<file path="src/rtl/vga_ctrl_pkg.sv">
// Shared types and constants for the VGA word-list controller.
// Holds the scheduler FSM states, command opcodes and default sizes.
package vga_ctrl_pkg;

  localparam int MAX_WORDS_DEF = 32;
  localparam int CODE_W_DEF    = 8;

  typedef enum logic [1:0] {
    S_IDLE,
    S_EDIT,
    S_COPY
  } sched_state_t;

  localparam logic [1:0] OP_APPEND = 2'd0;
  localparam logic [1:0] OP_BKSP   = 2'd1;
  localparam logic [1:0] OP_CLEAR  = 2'd2;
  localparam logic [1:0] OP_COMMIT = 2'd3;

endpackage

</file>
<file path="src/rtl/vga_word_scheduler.sv">
// Word-list edit buffer with a frame-synchronous copy into a display shadow.
// The display side only ever sees a complete, committed list.
module vga_word_scheduler
  import vga_ctrl_pkg::*;
#(
  parameter int MAX_WORDS = MAX_WORDS_DEF,
  parameter int CODE_W    = CODE_W_DEF,
  parameter int CNT_W     = $clog2(MAX_WORDS + 1),
  parameter int IDX_W     = $clog2(MAX_WORDS)
) (
  input  logic                        i_clk,
  input  logic                        i_rst,
  input  logic                        i_cmd_valid,
  output logic                        o_cmd_ready,
  input  logic [1:0]                  i_cmd_op,
  input  logic [CODE_W-1:0]           i_cmd_code,
  input  logic                        i_frame_start,
  output logic [CNT_W-1:0]            o_word_cnt,
  output logic [MAX_WORDS*CODE_W-1:0] o_pattern_num,
  output logic                        o_display_start,
  output logic                        o_overflow
);

  sched_state_t state_q, state_d;

  logic [CODE_W-1:0] edit_q [MAX_WORDS];
  logic [CODE_W-1:0] edit_d [MAX_WORDS];
  logic [CODE_W-1:0] disp_q [MAX_WORDS];

  logic [CNT_W-1:0] cnt_q, cnt_d;
  logic [CNT_W-1:0] wcnt_q;
  logic [IDX_W-1:0] idx_q;
  logic             dirty_q, dirty_d;
  logic             ovf_q, ovf_d;
  logic             dstart_q;
  logic             accept;
  logic             copy_last;

  assign o_cmd_ready = (state_q != S_COPY);
  assign accept      = i_cmd_valid & o_cmd_ready;
  assign copy_last   = (idx_q == IDX_W'(MAX_WORDS - 1));

  // Edit-buffer next value; dirty_d already reflects this cycle's command
  always_comb begin
    edit_d  = edit_q;
    cnt_d   = cnt_q;
    dirty_d = dirty_q;
    ovf_d   = 1'b0;
    if (accept) begin
      unique case (i_cmd_op)
        OP_APPEND: begin
          if (cnt_q < CNT_W'(MAX_WORDS)) begin
            for (int i = 0; i < MAX_WORDS; i++)
              if (cnt_q == CNT_W'(i))
                edit_d[i] = i_cmd_code;
            cnt_d   = cnt_q + CNT_W'(1);
            dirty_d = 1'b1;
          end else begin
            ovf_d = 1'b1;
          end
        end
        OP_BKSP: begin
          if (cnt_q != '0) begin
            for (int i = 0; i < MAX_WORDS; i++)
              if (cnt_q == CNT_W'(i + 1))
                edit_d[i] = '0;
            cnt_d   = cnt_q - CNT_W'(1);
            dirty_d = 1'b1;
          end
        end
        OP_CLEAR: begin
          for (int i = 0; i < MAX_WORDS; i++)
            edit_d[i] = '0;
          cnt_d   = '0;
          dirty_d = 1'b1;
        end
        default: dirty_d = 1'b1;
      endcase
    end
    if (state_q == S_COPY && copy_last)
      dirty_d = 1'b0;
  end

  always_comb begin
    state_d = state_q;
    unique case (state_q)
      S_IDLE: if (accept) state_d = S_EDIT;
      S_EDIT: if (i_frame_start && dirty_d) state_d = S_COPY;
      S_COPY: if (copy_last) state_d = S_EDIT;
      default: state_d = S_IDLE;
    endcase
  end

  always_ff @(posedge i_clk) begin
    if (i_rst) state_q <= S_IDLE;
    else       state_q <= state_d;
  end

  always_ff @(posedge i_clk) begin
    if (i_rst) begin
      for (int i = 0; i < MAX_WORDS; i++) begin
        edit_q[i] <= '0;
        disp_q[i] <= '0;
      end
      cnt_q    <= '0;
      dirty_q  <= 1'b0;
      ovf_q    <= 1'b0;
      idx_q    <= '0;
      wcnt_q   <= '0;
      dstart_q <= 1'b0;
    end else begin
      edit_q  <= edit_d;
      cnt_q   <= cnt_d;
      dirty_q <= dirty_d;
      ovf_q   <= ovf_d;
      if (state_q == S_COPY) begin
        disp_q[idx_q] <= edit_q[idx_q];
        if (copy_last) begin
          idx_q    <= '0;
          wcnt_q   <= cnt_q;
          dstart_q <= 1'b1;
        end else begin
          idx_q <= idx_q + IDX_W'(1);
        end
      end
    end
  end

  always_comb begin
    o_pattern_num = '0;
    for (int i = 0; i < MAX_WORDS; i++)
      o_pattern_num[i*CODE_W +: CODE_W] = disp_q[i];
  end

  assign o_word_cnt      = wcnt_q;
  assign o_display_start = dstart_q;
  assign o_overflow      = ovf_q;

endmodule

</file>
<file path="config.mk">
export PLATFORM = sky130hd
export DESIGN_NAME = vga_word_scheduler
export DESIGN_NICKNAME = d
export VERILOG_FILES = /design/src/rtl/vga_ctrl_pkg.sv /design/src/rtl/vga_word_scheduler.sv
export SDC_FILE = /design/constraint.sdc
export NUM_CORES = 1
export LEC_CHECK = 0
export ABC_AREA = 1
export CAP_MARGIN = 15
export CORE_MARGIN = 2
export CORE_UTILIZATION = 40
export DETAILED_ROUTE_END_ITERATION = 8
export GPL_TIMING_DRIVEN = 0
export HOLD_SLACK_MARGIN = 0.02
export PLACE_DENSITY = 0.65
export SLEW_MARGIN = 20
export SYNTH_ARGS = -nofsm -noshare
export SYNTH_HDL_FRONTEND = slang
export SYNTH_SLANG_ARGS = --single-unit
</file>
<file path="constraint.sdc">
create_clock -name i_clk -period 4.6 [get_ports i_clk]
set_input_delay 1.15 -clock i_clk [delete_from_list [all_inputs] [get_ports i_clk]]
set_output_delay 1.15 -clock i_clk [all_outputs]
set_load 0.02 [all_outputs]
</file>
==> results of run 1 <==
==> area by class of cell <==
type                            instances  area (µm²)
Buffer                                203       992.2
Sequential cell                       534       13250
Clock buffer                           73        1498
Fill cell                            5621       29620
Timing Repair Buffer                  277        2773
Multi-Input combinational cell       1874        8682
Antenna cell                            1       2.502
Clock inverter                         31       255.2
Tap cell                              773       967.2
Inverter                              228       860.8
==> cell usage in the layout (no fill, tap or decap), types with 6 or more instances in the layout <==
cell | netlist | final
nor2_4 | 9 | 9
o211ai_1 | 15 | 15
clkbuf_16 | 0 | 55
a21oi_1 | 466 | 466
ha_1 | 13 | 13
nand4_1 | 28 | 28
buf_2 | 98 | 98
buf_4 | 18 | 18
edfxtp_1 | 256 | 256
nand3_2 | 9 | 9
clkinv_1 | 1 | 12
o21a_1 | 16 | 16
o21ai_0 | 160 | 160
nor3_1 | 19 | 19
nor2_1 | 182 | 182
clkbuf_1 | 76 | 87
nand3_1 | 127 | 127
dfxtp_1 | 278 | 278
inv_1 | 216 | 216
nand2_2 | 32 | 32
nand2_1 | 750 | 750
clkdlybuf4s50_1 | 0 | 277
nor2_2 | 13 | 13
o21ai_1 | 13 | 13
clkinv_2 | 4 | 13
inv_2 | 7 | 7
o21ai_2 | 6 | 6
==> Yosys cell counts, types with 15 or more instances <==
cell / n
buf_2: 98
o211ai_1: 15
nand4_1: 28
o21ai_0: 160
clkbuf_1: 76
o21a_1: 16
nand2_2: 32
edfxtp_1: 256
inv_1: 216
buf_4: 18
nand2_1: 750
nand3_1: 127
nor3_1: 19
nor2_1: 182
dfxtp_1: 278
a21oi_1: 466
==> how the worst max path moves through the flow <==
stage	depth (start not counted)	from	slack [ns]	endpoint
6_report	10	i_cmd_op[0]	0.98	edit_q[92]
3_3_place_gp	10	i_cmd_op[0]	0.31	edit_q[92]
5_1_grt	10	i_cmd_op[0]	0.89	edit_q[108]
4_1_cts	10	i_cmd_op[0]	1.0	edit_q[92]
2_1_floorplan	6	i_rst	1.96	disp_q[0][0]
3_5_place_dp	10	i_cmd_op[0]	0.35	edit_q[92]
==> state kept, by name (all words and copies together) (netlist names) <==
name / count
o_word_cnt: 6
edit_q: 256
disp_q: 256
dirty_q: 1
state_q: 2
o_overflow: 1
idx_q: 5
o_display_start: 1
cnt_q: 6
==> per-stage QoR <==
step | setup WS (ns) | hold slack [ns] | area (µm²) | util [%]
floorplan | 1.961 | 0.4200 | 23790 | -
global placement | 0.3068 | 0.4365 | 27530 | 46.73
detailed placement | 0.3492 | 0.4450 | 27530 | 46.73
CTS | 0.9955 | 0.4540 | 29280 | 49.71
global route | 0.8858 | 0.4687 | 29280 | 49.71
finish | 0.9815 | 0.4532 | 29280 | 49.71
==> power breakdown <==
group | internal [mW] | switching, mW | leakage, nW
combinational | 0.463 | 1.17 | 5.54
clock | 2.42 | 1.99 | 0.849
sequential | 5.20 | 0.0899 | 4.91
total | 8.08 | 3.25 | 11.3
==> per-layer routing <==
layer  track usage, %  vias up
li1                 -    10060
met2            43.25     1214
met4            14.32        2
met3            4.769      233
met5                0        -
met1            37.53    10280
==> worst max-delay path, cell delays in order <==
cell             delay [ns]
clkdlybuf4s50_1        0.51
inv_1                  0.06
ha_1                   0.39
inv_1                  0.16
buf_2                  0.30
nand2_1                0.12
inv_1                  0.20
clkbuf_1               0.90
nand4_1                0.19
a21oi_1                0.18
==> cells by family after synthesis <==
family | after synthesis | share of synthesized area [%]
buffers and inverters | 431 | 7.785
AO/OA/AOI/OAI | 683 | 14.88
flip-flops | 534 | 55.72
adder cells (fa/ha/maj) | 13 | 0.6838
XOR/XNOR | 4 | 0.1473
AND/OR/NAND/NOR | 1174 | 20.79
==> impl_metrics.py, run 1 <==
metrics = {
    "global_route": {
        "grt_use_total_pct": 27.91,
        "grt_pass1_wl_um": 127200,
        "grt_pass1_vias": 19770,
        "grt.overflow.total": 0,
        "grt_max_degree": 17,
        "antenna_found_initial": 1,
    },
    "layout": {
        "finalNonFillerCells": 3994,
        "fin_nets": 3200,
        "area_growth_pct": 23.11,
        "layout-drive-gt1-share_pct": 8.975,
    },
    "clocking": {
        "cts.htree.levels": 2,
        "cts_hold_buffers": 0,
        "numCtsBuffers": 55,
        "cts_tree": "yes",
        "post_cts_buffers": 0,
        "root_buffer": "clkbuf_16",
        "cts_resized": 0,
        "cts.path.max_buffers": 3,
        "path_clk_slew_ns": 0.06,
        "cts_sinks": 534,
        "worstSkewPairLatency_ns": 0.65,
    },
    "logic_synthesis": {
        "synth_nets": 2866,
        "syn_area_per_cell_um2": 8.379,
        "ys_top_cells_by_area": "edfxtp_1 (32%), dfxtp_1 (23%), nand2_1 (12%), a21oi_1 (9.8%), inv_1 (3.4%)",
        "synth_ff_type": "dfxtp_1",
        "synthArstFlopShare_pct": 0,
        "ys_warn_count": 0,
        "ys_types": 38,
        "yosysSeqAreaShare_pct": 55.72,
        "synth_cells": 2839,
        "synth_top_area_share_pct": 32.32,
        "ys_seq_elements": 534,
        "synth_top_area_cell": "edfxtp_1",
        "synth_area_um2": 23790,
        "synth_edf_count": 256,
    },
    "route": {
        "wirelength_um": 88400,
        "wl_met1_um": 36000,
        "first_iter_violations": 2612,
        "via_per_inst": 5.454,
        "routed.top_layer": "met5",
        "wl_per_cell_um": 22.13,
        "routed-wl-met2_um": 39060,
        "dr_wl_met3_um": 8472,
        "dr.pass1.iters": 6,
        "num_vias": 21790,
        "antenna_left": 0,
        "drc_errors": 0,
    },
    "sta": {
        "hold_violations": 0,
        "period_share_pct": 78.66,
        "setup_viol": 0,
        "worst_clock_skew_ns": 0.04248,
        "worstMarginPinSlew_ns": 1.183,
        "grt_setup_unrepaired": "false",
        "finalSetupTns_ns": 0,
        "slew_violations": 0,
        "min_period_ns": 3.618,
        "fmax_ghz": 0.2764,
        "timing.slew.headroom_pct": 21.14,
    },
    "worst_setup_path": {
        "critPathLaunchType": "input pin",
        "worstPathRequired_ns": 5.17,
        "rr_endpoint": "disp_q[22][1]",
        "crit_path_end_kind": "flip-flop",
        "path_class": "in -> reg",
        "r2r-start": "idx_q[0]",
        "r2r_cells": 9,
        "r2r_slack_ns": 1.34,
        "crit_fanout": 10,
        "cp.arrival_ns": 4.19,
    },
    "worst_hold_path": {
        "hp-class": "reg -> reg",
        "min_from": "edit_q[156]",
        "hold_path_end": "edit_q[156]",
        "min_path_cells": 2,
    },
    "placement": {
        "dp_hpwl_um": 63400,
        "dp.cells": 3889,
        "portBuffers": 277,
        "gp_congestion": 0.9905,
    },
    "power_and_ir_drop": {
        "vdd_ir_drop_max_mv": 0.3112,
        "leakage_nw": 11.30,
        "pwr_density_cell_nw_per_um2": 387.1,
        "p_total_mw": 11.34,
    },
    "die": {
        "start_util_pct": 40.38,
        "boundaryPins": 279,
        "num_rows": 89,
        "die_x_um": 247.9,
        "core-area_um2": 58910,
        "die-area_um2": 61430,
        "die_h_um": 247.9,
    },
    "run": {
        "maxCapViolations": 0,
    },
    "run_status": {
        "status": "finished, final reports clean",
    },
}
No activity file was read; power rests on OpenSTA's default activity.
==> run 2: changes to the inputs <==
--- a/config.mk
+++ b/config.mk
@@ -12,7 +12,7 @@
 export DETAILED_ROUTE_END_ITERATION = 8
 export GPL_TIMING_DRIVEN = 0
 export HOLD_SLACK_MARGIN = 0.02
-export PLACE_DENSITY = 0.65
+export PLACE_DENSITY = 0.68
 export SLEW_MARGIN = 20
 export SYNTH_ARGS = -nofsm -noshare
 export SYNTH_HDL_FRONTEND = slang
==> constraint.sdc (replaced) <==
create_clock -name i_clk -period 3.2 [get_ports i_clk]
set_input_delay 0.8 -clock i_clk [delete_from_list [all_inputs] [get_ports i_clk]]
set_output_delay 0.8 -clock i_clk [all_outputs]
set_load 0.02 [all_outputs]
==> run 2 against run 1 <==
  * Register-to-register slack got worse by 1.2 ns
  * Critical path type unchanged
  * Clock power up 60%
  * Highest routed layer is now met4
  * Global-route usage barely moved
  * Largest cell class unchanged
  * Worst hold slack got worse by 0.0011 ns
  * Critical endpoint is now disp_q[26][5]
==> impl_metrics.py, run 2 (synthesis gave the netlist of run 1 again) <==
metrics = {
    "run_status": {
        "status": "finished, final reports clean",
    },
    "power_and_ir_drop": {
        "leakage_nw": 11.39,
        "pwr-share-seq_pct": 44.8,
        "switching_share_pct": 27.75,
        "pwr_density_cell_nw_per_um2": 575.1,
        "p_total_mw": 16.98,
        "combPwrFrac_pct": 13.7,
        "internal_power_mw": 12.27,
        "power.share.clock_pct": 41.5,
        "vdd_ir_drop_max_mv": 0.4344,
        "p_sw_mw": 4.711,
    },
    "run": {
        "maxCapViolations": 0,
    },
    "clocking": {
        "numCtsBuffers": 56,
        "worstSkewPairLatency_ns": 0.66,
        "cts_hold_buffers": 0,
        "cts.path.max_buffers": 3,
        "cts.htree.levels": 2,
        "root_buffer": "clkbuf_16",
        "cts_tree": "yes",
        "post_cts_buffers": 0,
        "path_clk_slew_ns": 0.06,
        "cts_sinks": 534,
        "cts_resized": 1,
    },
    "route": {
        "antenna_left": 0,
        "wl_per_cell_um": 21.99,
        "dr.pass1.iters": 8,
        "via_per_inst": 5.496,
        "drc_errors": 0,
        "first_iter_violations": 2699,
        "wirelength_um": 87870,
        "num_vias": 21960,
    },
    "global_route": {
        "grt_pass1_wl_um": 127300,
        "grt_use_total_pct": 27.94,
        "antenna_found_initial": 1,
        "grt_max_degree": 19,
        "grt_pass1_vias": 19660,
        "grt.overflow.total": 0,
    },
    "sta": {
        "hold_violations": 0,
        "timing.slew.headroom_pct": 21.87,
        "fmax_ghz": 0.3239,
        "slew_violations": 0,
        "setup_viol": 0,
        "grt_setup_unrepaired": "false",
        "worst_clock_skew_ns": 0.06682,
        "min_period_ns": 3.087,
        "period_share_pct": 96.48,
        "worstMarginPinSlew_ns": 1.172,
    },
    "worst_setup_path": {
        "cp_slowest_cell": "clkbuf_1",
        "crit_fanout": 10,
        "path_delay_family": "buffers and inverters",
        "cp_cell_sequence": "clkbuf_1 > inv_1 > clkbuf_1 > clkbuf_1 > nand2_1",
        "cp.arrival_ns": 3.36,
        "critPathMaxStageDelay_ns": 0.91,
        "critPathLaunchType": "input pin",
        "crit_buf_inv": 4,
        "path_class": "in -> reg",
        "crit_path_end_kind": "flip-flop",
        "worstPathRequired_ns": 3.47,
        "cp_common_cell": "clkbuf_1",
    },
    "die": {
        "die_x_um": 247.9,
        "die-area_um2": 61430,
        "num_rows": 89,
        "core-area_um2": 58910,
        "die_h_um": 247.9,
        "boundaryPins": 279,
        "start_util_pct": 40.38,
    },
    "layout": {
        "layout_common_cells": "nand2_1 (750), a21oi_1 (466), dfxtp_1 (278), clkdlybuf4s50_1 (277), edfxtp_1 (256)",
        "fin_nets": 3201,
        "largest_registers": "disp_q x256, edit_q x256",
        "final_common_cell": "nand2_1",
        "fill_cells": 5534,
        "layout-drive-gt1-share_pct": 9.003,
        "area_growth_pct": 24.12,
        "finalNonFillerCells": 3995,
    },
    "placement": {
        "gp_congestion": 0.9867,
        "dp.cells": 3889,
        "dp_hpwl_um": 62350,
        "portBuffers": 277,
    },
    "worst_hold_path": {
        "hp-class": "reg -> reg",
    },
}
==> run 2: area by class of cell <==
class,count,area [µm²],area share [%]
repair buffers,277,2773,9.391
inverters,228,860.8,2.916
multi-input cells,1874,8697,29.46
plain buffers,203,993.5,3.365
diodes,1,2.502,0.008476
clock inverters,31,478.0,1.619
well taps,773,967.2,3.276
clock buffers,74,1499,5.077
flip-flops and latches,534,13250,44.89
==> run 2: through the flow <==
| step | setup slack, ns | cell area, µm² | setup TNS [ns] | hold WS (ns) | utilization, % |
|---|---|---|---|---|---|
| finish | 0.1127 | 29520 | 0 | 0.4521 | 50.12 |
| global route | 0.0006479 | 29520 | 0 | 0.4683 | 50.12 |
| CTS | 0.03531 | 29510 | 0 | 0.4528 | 50.09 |
| detailed placement | -0.5027 | 27530 | -76.00 | 0.4432 | 46.73 |
| global placement | -0.4360 | 27530 | -67.24 | 0.4349 | 46.73 |
| floorplan | 0.9108 | 23790 | 0 | 0.4200 | - |
==> run 2: power groups by stage <==
stage	Clock [mW]	Sequential, mW	Combinational, mW
2_1_floorplan	0	7.86	1.22
3_3_place_gp	0	7.74	2.25
3_5_place_dp	0	7.75	2.26
4_1_cts	7.04	7.60	2.28
5_1_grt	7.35	7.63	2.50
6_report	7.04	7.61	2.33
==> run 2: worst min-delay path, delay by kind of cell (launching register included) <==
kind | cells | cell delay, ns
AOI/OAI and AO/OA | 1 | 0.05
buffers and inverters | 1 | 0.06
DFF | 1 | 0.30
==> run 2: final timing paths <==
kind / startpoint / to / slack [ns] / cells after the start
max: i_rst / disp_q[26][5] / 0.11 / 5
min: edit_q[193] / edit_q[193] / 0.45 / 2
max reg2reg: idx_q[0] / disp_q[25][7] / 0.15 / 11
min reg2reg: edit_q[193] / edit_q[193] / 0.45 / 2
==> run 2: per-layer routing <==
metal	track usage (%)	vias up	part of all wire (%)
li1	-	10070	-
met1	37.41	10340	39
met2	43.99	1292	45
met3	4.552	246	10
met4	13.65	0	5.6
met5	0	-	0
